**config.mk**
```make
export PLATFORM = sky130hd
export DESIGN_NAME = merge_2
export DESIGN_NICKNAME = d
export VERILOG_FILES = /design/src/rtl/merge_2.sv
export SDC_FILE = /design/constraint.sdc
export NUM_CORES = 1
export LEC_CHECK = 0
export BUFFER_PORTS_ARGS = -buffer_cell sky130_fd_sc_hd__buf_2
export CORE_MARGIN = 5
export CORE_UTILIZATION = 42
export CTS_BUF_LIST = sky130_fd_sc_hd__clkbuf_8
export CTS_CLUSTER_SIZE = 8
export DETAILED_ROUTE_END_ITERATION = 10
export PLACE_DENSITY = 0.74
export SKIP_LAST_GASP = 1
export SLEW_MARGIN = 10
export SYNTH_ARGS = -nofsm -noshare
export SYNTH_HDL_FRONTEND = slang
export SYNTH_SLANG_ARGS = --single-unit
```
**constraint.sdc**
```tcl
create_clock -name CLK -period 1.58 [get_ports CLK]
set_input_delay 0.079 -clock CLK [delete_from_list [all_inputs] [get_ports CLK]]
set_output_delay 0.079 -clock CLK [all_outputs]
set_load 0.005 [all_outputs]
```
**src/rtl/merge_2.sv**
```systemverilog
// Two-input round-robin merge into a 2-entry output FIFO tagged with source.
// Optional packet lock (hold grant until tail flit) enabled by MERGE_2_PKT_LOCK_EN.
module merge_2 #(
  parameter int W        = 11,
  parameter int TAIL_BIT = 10
) (
  input  logic         CLK,
  input  logic         _RESET,
  input  logic [W-1:0] inPort1_data,
  input  logic         inPort1_valid,
  output logic         inPort1_ready,
  input  logic [W-1:0] inPort2_data,
  input  logic         inPort2_valid,
  output logic         inPort2_ready,
  output logic [W-1:0] outPort_data,
  output logic         outPort_valid,
  input  logic         outPort_ready,
  output logic         outPort_src
);

  logic [W:0]   r_mem [2];
  logic         r_wptr;
  logic         r_rptr;
  logic [1:0]   r_count;
  logic         r_last_grant;
  logic [W-1:0] r_hold_data;
  logic         r_hold_src;

  logic         w_space;
  logic         w_rr_v;
  logic         w_rr_src;
  logic         w_gnt_v;
  logic         w_gnt_src;
  logic         w_push;
  logic         w_pop;
  logic [W-1:0] w_in_data;

  assign w_space = (r_count < 2'd2);

  // r_last_grant uses the src encoding (1 = input 2), so reset value 1 favours input 1
  always_comb begin
    w_rr_v   = 1'b0;
    w_rr_src = 1'b0;
    if (inPort1_valid && inPort2_valid) begin
      w_rr_v   = 1'b1;
      w_rr_src = ~r_last_grant;
    end else if (inPort1_valid) begin
      w_rr_v   = 1'b1;
      w_rr_src = 1'b0;
    end else if (inPort2_valid) begin
      w_rr_v   = 1'b1;
      w_rr_src = 1'b1;
    end
  end

`ifdef MERGE_2_PKT_LOCK_EN
  typedef enum logic [1:0] {LK_NONE, LK_IN1, LK_IN2} lock_t;
  lock_t r_lock;
  lock_t w_lock_nxt;

  always_comb begin
    w_gnt_v   = 1'b0;
    w_gnt_src = 1'b0;
    if (w_space) begin
      case (r_lock)
        LK_IN1:  begin w_gnt_v = inPort1_valid; w_gnt_src = 1'b0; end
        LK_IN2:  begin w_gnt_v = inPort2_valid; w_gnt_src = 1'b1; end
        default: begin w_gnt_v = w_rr_v;        w_gnt_src = w_rr_src; end
      endcase
    end
  end

  always_comb begin
    w_lock_nxt = r_lock;
    if (w_push) begin
      if (r_lock == LK_NONE) begin
        if (!w_in_data[TAIL_BIT]) w_lock_nxt = w_gnt_src ? LK_IN2 : LK_IN1;
      end else if (w_in_data[TAIL_BIT]) begin
        w_lock_nxt = LK_NONE;
      end
    end
  end

  always_ff @(posedge CLK or negedge _RESET) begin
    if (!_RESET) r_lock <= LK_NONE;
    else         r_lock <= w_lock_nxt;
  end
`else
  logic w_unused_tail;
  assign w_unused_tail = w_in_data[TAIL_BIT];

  always_comb begin
    w_gnt_v   = w_space & w_rr_v;
    w_gnt_src = w_rr_src;
  end
`endif

  assign w_in_data     = w_gnt_src ? inPort2_data : inPort1_data;
  assign inPort1_ready = _RESET & w_gnt_v & ~w_gnt_src;
  assign inPort2_ready = _RESET & w_gnt_v &  w_gnt_src;
  assign w_push        = w_gnt_v;
  assign w_pop         = (r_count != 2'd0) & outPort_ready;

  always_ff @(posedge CLK or negedge _RESET) begin
    if (!_RESET) begin
      r_mem[0]     <= '0;
      r_mem[1]     <= '0;
      r_wptr       <= 1'b0;
      r_rptr       <= 1'b0;
      r_count      <= '0;
      r_last_grant <= 1'b1;
      r_hold_data  <= '0;
      r_hold_src   <= 1'b0;
    end else begin
      if (w_push) begin
        r_mem[r_wptr] <= {w_gnt_src, w_in_data};
        r_wptr        <= ~r_wptr;
        r_last_grant  <= w_gnt_src;
      end
      if (w_pop) begin
        r_rptr      <= ~r_rptr;
        r_hold_data <= r_mem[r_rptr][W-1:0];
        r_hold_src  <= r_mem[r_rptr][W];
      end
      case ({w_push, w_pop})
        2'b10:   r_count <= r_count + 2'd1;
        2'b01:   r_count <= r_count - 2'd1;
        default: r_count <= r_count;
      endcase
    end
  end

  // Once drained, present the last popped flit rather than a stale slot
  assign outPort_valid = (r_count != 2'd0);
  assign outPort_data  = outPort_valid ? r_mem[r_rptr][W-1:0] : r_hold_data;
  assign outPort_src   = outPort_valid ? r_mem[r_rptr][W]     : r_hold_src;

endmodule

```
==> results.tsv, run 1 <==
stage	metric	value	unit
power_and_ir_drop	p_total	5.15	mW
cells_and_area	post_route_cells_drive_above_1_share	28.2	%
sta	finalWorstPathRequiredPeriod	1.52	ns
sta	timing.max_slew.rel_slack	76.6	%
power_and_ir_drop	power.clock.fraction	12.8	%
synth	postSynthCellCount	207	
global_routing	initial_antenna_violation_count	0	
place	detailed_place.area	2240	um2
critical_path	critPathCaptureType	output port	
floorplan	core-area	4660	um2
critical_path	start_kind	flip-flop	
cells_and_area	antenna_cells	0	
detailed_routing	postRouteWirelength	4.56	mm
clock_network	worst_skew_pair.late_latency	0.29	ns
place	dp_cells	298	
global_routing	globalRouteOverflowTotal	0	
power_and_ir_drop	power.static_leakage	1.13	nW
detailed_routing	wl_per_cell	14.8	um
sta	max_clock_freq	0.656	GHz
power_and_ir_drop	switching_share	39.3	%
sta	finalSetupViolations	0	
cells_and_area	fin_cells	309	
power_and_ir_drop	peakVddDrop	0.000607	V
clock_network	path_clk_slew	0.08	ns
global_routing	number_of_global_route_vias_before_repair	1564	
floorplan	dieHeight	78.6	um
clock_network	numCtsBuffers	5	
sta	rsz0062_at_grt	yes	
cells_and_area	fin_util	51.4	%
synth	number_of_enable_type_register_cells_in_the_synthesized_netlist	0	
floorplan	rows	25	
clock_network	tritoncts_clock_tree	yes	
cells_and_area	synthToLayoutAreaGrowth	21.2	%
floorplan	io_pins	42	
cells_and_area	mostFrequentLayoutCell	sky130_fd_sc_hd__buf_2	
synth	post_synth_xor_area_fraction	2.22	%
status	status	finished, final reports clean	
detailed_routing	ant_nets	0	
floorplan	die_width	78.6	um
detailed_routing	detail_route.first_pass.iterations	4	
critical_path	critPathArrivalTime	1.44	ns
synth	postSynthRegisterBits	41	
detailed_routing	via_count	1611	
cells_and_area	commonest_non_fill_non_tap_cells_in_the_layout	sky130_fd_sc_hd__buf_2, sky130_fd_sc_hd__dfrtp_1, sky130_fd_sc_hd__a21oi_1, sky130_fd_sc_hd__nand2_1, sky130_fd_sc_hd__a31oi_1	
critical_path	crit_slowest_cell	sky130_fd_sc_hd__dfrtp_1	
detailed_routing	post-route-drc-count	0	
synth	cell_area_after_synthesis	1980	um2
detailed_routing	detailedRoute.firstIterationViolations	132	
power_and_ir_drop	netSwitchingPower	2.02	mW
critical_path	crit_required	1.50	ns
clock_network	cts_root_buf	sky130_fd_sc_hd__clkbuf_8	
synth	dominant_combinational_cell_family_by_area_after_synthesis	compound AO/OA/AOI/OAI gates	
power_and_ir_drop	power.density_cell_area	2150	nW/um2
sta	transition_time_of_the_tightest_slew_check_pin	0.351	ns
floorplan	floorplan.initialDensity	42.4	%
synth	synthSimpleGateAreaFrac	10.8	%
synth	synthesis.area_per_instance	9.55	um2
critical_path	worstSetupPathType	reg2out	
place	routability_congestion	0.752	
synth	synth_fa_ha_area_share	0.633	%
power_and_ir_drop	share_comb_of_total_power	49.4	%
clock_network	cts_num_sinks	41	
detailed_routing	drt-vias-per-instance	5.21	
critical_path	worstPathCellList	or2_1 -> buf_8 -> a21oi_1 -> buf_2	
sta	final_max_slew_viol_count	0	
synth	synthesis.nets	235	
power_and_ir_drop	p_int	3.13	mW
synth	yosysWarningCount	0	
synth	asyncSetResetFlopFracSynth	100	%
synth	seq_area_frac_synth	52.0	%
sta	finClkSkew	0.00651	ns
global_routing	grt_max_degree	29	
floorplan	floorplan_die_area	6180	um2
place	hpwlAfterDp	3.38	mm
hold_path	worst_hold_path_type	in2reg	
synth	synth.distinct_cells	23	
synth	muxShareOfSynthArea	7.59	%
cells_and_area	finish.instance_area	2400	um2
global_routing	first_pass_grt_wire_length	7.30	mm
synth	synth-main-ff-cell	sky130_fd_sc_hd__dfrtp_1	
synth	synth_compound_area_share	21.2	%
critical_path	biggest_cell_delay_along_the_critical_path	0.42	ns
critical_path	critical_path.max_fanout	25	
sta	fin_worst_hold_slack	0.0478	ns
global_routing	grt_use_total	15.3	%
place	buffer_ports.inserted	41	
clock_network	cts.path.max_buffers	2	
cells_and_area	design.final.nets	282	
sta	hold_viol	0	
flow_run	max-cap-violations	0	
clock_network	clock_tree.htree_level_count	2	
sta	final_clock_period_utilization_by_the_worst_path	96.5	%
power_and_ir_drop	p_seq_share	37.8	%
==> per-stage QoR <==
step	setup WS, ns	TNS, ns
floorplan	0.0196	0
global placement	0.214	0
detailed placement	0.166	0
CTS	0.0109	0
global route	-0.0173	-0.0440
finish	0.0560	0
==> area by class of cell <==
cell class	instances	area, um2
inverters	4	15.0
multi-input cells	146	851
fillers	432	2260
well taps	54	67.6
repair buffers	56	350
clock inverters	3	13.8
flip-flops and latches	41	1030
clock buffers	5	68.8
==> state kept, by name (all words and copies together), names as in the netlist <==
| register | cells |
|---|---|
| r_mem | 24 |
| r_hold_data | 11 |
| r_count | 2 |
| r_hold_src | 1 |
| r_last_grant | 1 |
| r_rptr | 1 |
| r_wptr | 1 |
==> cells by family (layout without fill, tap and decap cells) <==
| family | count (synthesis) | in the layout |
|---|---|---|
| fa+ha+maj | 1 | 1 |
| compound gates | 74 | 74 |
| xor+xnor | 5 | 5 |
| simple gates | 52 | 52 |
| buf+inv | 20 | 68 |
| flops | 41 | 41 |
| mux | 14 | 14 |
==> synthesized netlist by cell type, types with 3 or more instances <==
cell type / n / share of area, %
sky130_fd_sc_hd__dfrtp_1: 40 / 51
sky130_fd_sc_hd__buf_2: 8 / 2.0
sky130_fd_sc_hd__o21ai_0: 12 / 3.0
sky130_fd_sc_hd__a31oi_1: 23 / 7.3
sky130_fd_sc_hd__xnor2_1: 5 / 2.2
sky130_fd_sc_hd__inv_1: 4 / 0.76
sky130_fd_sc_hd__a21oi_1: 35 / 8.9
sky130_fd_sc_hd__nand2_1: 34 / 6.5
sky130_fd_sc_hd__buf_6: 3 / 1.7
sky130_fd_sc_hd__nor2_1: 13 / 2.5
sky130_fd_sc_hd__mux2i_1: 12 / 6.1
sky130_fd_sc_hd__clkbuf_1: 4 / 0.76
==> power groups by stage <==
stage               registers, mW  logic, mW  clock network (mW)
floorplan                    1.84       1.76                   0
CTS                          1.96       2.44               0.674
finish                       1.95       2.54               0.657
detailed placement           1.98       2.41                   0
global placement             1.94       2.35                   0
global route                 2.01       2.85               0.714
==> critical path: cells and delay by family, from the launching register on <==
kind / cells / cell delay [ns]
DFF: 1 / 0.42
and+or+nand+nor: 1 / 0.27
AOI/OAI and AO/OA: 1 / 0.16
buffers and inverters: 2 / 0.31
==> repair_timing <==
| action | in CTS | in global routing |
|---|---|---|
| resized for setup | 4 | 6 |
| cloned | 0 | 0 |
| setup buffers | 0 | 1 |
| pin swaps | 0 | 0 |
| endpoints found under the setup margin | 8 | 13 |
| endpoints found under the hold margin | 42 | 0 |
| hold buffers | 2 | 0 |
==> path summary, 6_finish.rpt <==
| path | from | end | slack, ns | cells past startpoint |
|---|---|---|---|---|
| max | r_count[1]$_DFFE_PN0P_ | outPort_data[3] | 0.06 | 4 |
| min | inPort1_data[3] | r_mem[3]$_DFFE_PN0P_ | 0.05 | 3 |
| max reg2reg | r_count[1]$_DFFE_PN0P_ | r_count[1]$_DFFE_PN0P_ | 0.20 | 6 |
| min reg2reg | r_hold_data[5]$_DFFE_PN0P_ | r_hold_data[5]$_DFFE_PN0P_ | 0.48 | 2 |
| max in group asynchronous | _RESET | r_rptr$_DFFE_PN0P_ | 0.87 | 3 |
| min in group asynchronous | _RESET | r_last_grant$_DFFE_PN1P_ | 0.33 | 2 |
==> metal layers <==
layer	up-vias	GRT usage (%)	share of wire, %	routed length (um)
met2	40	23.4	48	2180
met5	-	0	0	0
met1	747	20.5	45	2070
met4	0	5.94	1.6	74
met3	8	4.47	5.1	234
li1	816	-	-	-
Power figures use the tool's default switching activity.
==> run 2, diff against run 1 <==
Settings changed: CTS_BUF_LIST sky130_fd_sc_hd__clkbuf_8 to default.
==> run 2 against run 1 <==
Non-clock buffer count stayed put; clock power is 1% higher; design area stayed put; sequential cell count stayed put; via count is 0.93% lower; clock-buffer cell count is 1 higher; combinational power hardly changed; critical path depth stayed put; largest cell class unchanged.
==> results.tsv, run 2 (same netlist as run 1, synthesis figures left out) <==
stage	metric	value	unit	change
detailed_routing	detailedRoute.firstIterationViolations	134		was 132
sta	rsz0062_at_grt	yes		unchanged
clock_network	cts_root_buf	sky130_fd_sc_hd__clkbuf_8		unchanged
sta	worst_slack	0.0554	ns	was 0.0560 ns
clock_network	cts.path.max_buffers	2		unchanged
cells_and_area	fin_cells	309		unchanged
clock_network	cts_num_sinks	41		unchanged
power_and_ir_drop	switching_share	39.3	%	about the same
power_and_ir_drop	p_int	3.13	mW	about the same
cells_and_area	post_route_cells_drive_above_1_share	28.2	%	unchanged
flow_run	max-cap-violations	0		unchanged
floorplan	floorplan_die_area	6180	um2	unchanged
cells_and_area	reg.largest.list	r_mem (24), r_hold_data (11), r_count (2)		unchanged
floorplan	floorplan.initialDensity	42.4	%	unchanged
sta	max_clock_freq	0.656	GHz	about the same
power_and_ir_drop	power.clock.fraction	12.9	%	was 12.8%
floorplan	io_pins	42		unchanged
hold_path	worst_hold_path_type	in2reg		unchanged
cells_and_area	antenna_cells	0		unchanged
clock_network	worst_skew_pair.late_latency	0.30	ns	was 0.29 ns
cells_and_area	synthToLayoutAreaGrowth	21.2	%	unchanged
detailed_routing	wl_per_cell	14.8	um	about the same
power_and_ir_drop	share_comb_of_total_power	49.4	%	about the same
sta	fin_worst_hold_slack	0.0476	ns	was 0.0478 ns
clock_network	path_clk_slew	0.08	ns	about the same
power_and_ir_drop	p_seq_share	37.7	%	was 37.8%
detailed_routing	drt-vias-per-instance	5.17		was 5.21
sta	hold_viol	0		unchanged
critical_path	start_kind	flip-flop		unchanged
floorplan	core-area	4660	um2	unchanged
place	dp_cells	298		unchanged
cells_and_area	commonest_non_fill_non_tap_cells_in_the_layout	sky130_fd_sc_hd__buf_2, sky130_fd_sc_hd__dfrtp_1, sky130_fd_sc_hd__a21oi_1, sky130_fd_sc_hd__nand2_1, sky130_fd_sc_hd__a31oi_1		unchanged
floorplan	rows	25		unchanged
sta	finalSetupViolations	0		unchanged
place	buffer_ports.inserted	41		unchanged
detailed_routing	detail_route.first_pass.iterations	4		unchanged
power_and_ir_drop	power.density_cell_area	2150	nW/um2	about the same
power_and_ir_drop	power.static_leakage	1.13	nW	about the same
critical_path	critical_path.max_fanout	25		unchanged
critical_path	critPathArrivalTime	1.45	ns	was 1.44 ns
cells_and_area	largest_register	r_mem		unchanged
power_and_ir_drop	p_total	5.16	mW	was 5.15 mW
clock_network	tritoncts_clock_tree	yes		unchanged
cells_and_area	fin_util	51.4	%	unchanged
cells_and_area	mostFrequentLayoutCell	sky130_fd_sc_hd__buf_2		unchanged
power_and_ir_drop	netSwitchingPower	2.03	mW	was 2.02 mW
floorplan	die_width	78.6	um	unchanged
critical_path	critPathCaptureType	output port		unchanged
place	hpwlAfterDp	3.38	mm	unchanged
global_routing	grt_max_degree	29		unchanged
detailed_routing	postRouteWirelength	4.58	mm	was 4.56 mm
clock_network	numCtsBuffers	5		unchanged
global_routing	number_of_global_route_vias_before_repair	1564		unchanged
critical_path	worstSetupPathType	reg2out		unchanged
global_routing	globalRouteOverflowTotal	0		unchanged
sta	final_clock_period_utilization_by_the_worst_path	96.5	%	about the same
place	pre_cts_ws	0.166	ns	unchanged
place	routability_congestion	0.752		unchanged
detailed_routing	via_count	1596		was 1611
power_and_ir_drop	peakVddDrop	0.000606	V	was 0.000607 V
global_routing	first_pass_grt_wire_length	7.30	mm	unchanged
sta	finClkSkew	0.00767	ns	was 0.00651 ns
critical_path	crit_required	1.50	ns	about the same
critical_path	rrSetupSlack	0.20	ns	about the same
sta	final_max_slew_viol_count	0		unchanged
sta	timing.max_slew.rel_slack	76.0	%	was 76.6%
cells_and_area	design.final.nets	282		unchanged
global_routing	grt_use_total	15.3	%	unchanged
global_routing	initial_antenna_violation_count	0		unchanged
floorplan	dieHeight	78.6	um	unchanged
detailed_routing	ant_nets	0		unchanged
detailed_routing	post-route-drc-count	0		unchanged
clock_network	clock_tree.htree_level_count	2		unchanged
sta	finalWorstPathRequiredPeriod	1.52	ns	about the same
status	status	finished, final reports clean		unchanged
sta	transition_time_of_the_tightest_slew_check_pin	0.360	ns	was 0.351 ns
cells_and_area	largest_register_ff_count	24		unchanged
## run 2: power by group through the flow
stage | registers (mW) | logic, mW | clock network [mW]
floorplan | 1.84 | 1.76 | 0
global placement | 1.94 | 2.35 | 0
detailed placement | 1.98 | 2.41 | 0
CTS | 1.96 | 2.44 | 0.680
global route | 2.01 | 2.85 | 0.719
finish | 1.95 | 2.55 | 0.665
## run 2: layer usage
layer  track usage (%)  share of wire [%]
met5                 0                  0
met4              5.94                1.6
met3              4.47                5.2
met2              23.4                 47
met1              20.5                 46
## run 2: path summary, 6_finish.rpt
path	startpoint	endpoint	cells after the start
worst max-delay path	r_count[0]$_DFFE_PN0P_	outPort_data[3]	4
worst min-delay path	inPort1_data[3]	r_mem[3]$_DFFE_PN0P_	3
worst max register to register	r_count[1]$_DFFE_PN0P_	r_count[1]$_DFFE_PN0P_	6
worst min register to register	r_hold_data[2]$_DFFE_PN0P_	r_hold_data[2]$_DFFE_PN0P_	2
max in group asynchronous	_RESET	r_rptr$_DFFE_PN0P_	3
min in group asynchronous	_RESET	r_last_grant$_DFFE_PN1P_	2
## run 2: critical path: stages (launching register included)
cell and delay (ns):
sky130_fd_sc_hd__dfrtp_2 0.44, sky130_fd_sc_hd__or2_1 0.24, sky130_fd_sc_hd__buf_8 0.17, sky130_fd_sc_hd__a21oi_1 0.15
sky130_fd_sc_hd__buf_2 0.14
## run 2: area by class of cell
class,count,area (um2)
clock buffer,6,72.6
clock inverter,2,10.0
fill,432,2260
inverter,4,15.0
multi-input combinational,146,851
sequential,41,1030
tap,54,67.6
timing repair buffer,56,350
## run 2: per-stage QoR
stage          cell area, um2  TNS, ns
2_1_floorplan            1980        0
4_1_cts                  2350        0
3_3_place_gp             2240        0
5_1_grt                  2400  -0.0440
6_report                 2400        0
3_5_place_dp             2240        0
## run 2: timing repair
| item | CTS | global route |
|---|---|---|
| hold buffers | 2 | 0 |
| resized for setup | 4 | 6 |
| endpoints found under the setup margin | 8 | 13 |
| hold endpoints to repair | 42 | 0 |
| buffers inserted | 0 | 1 |
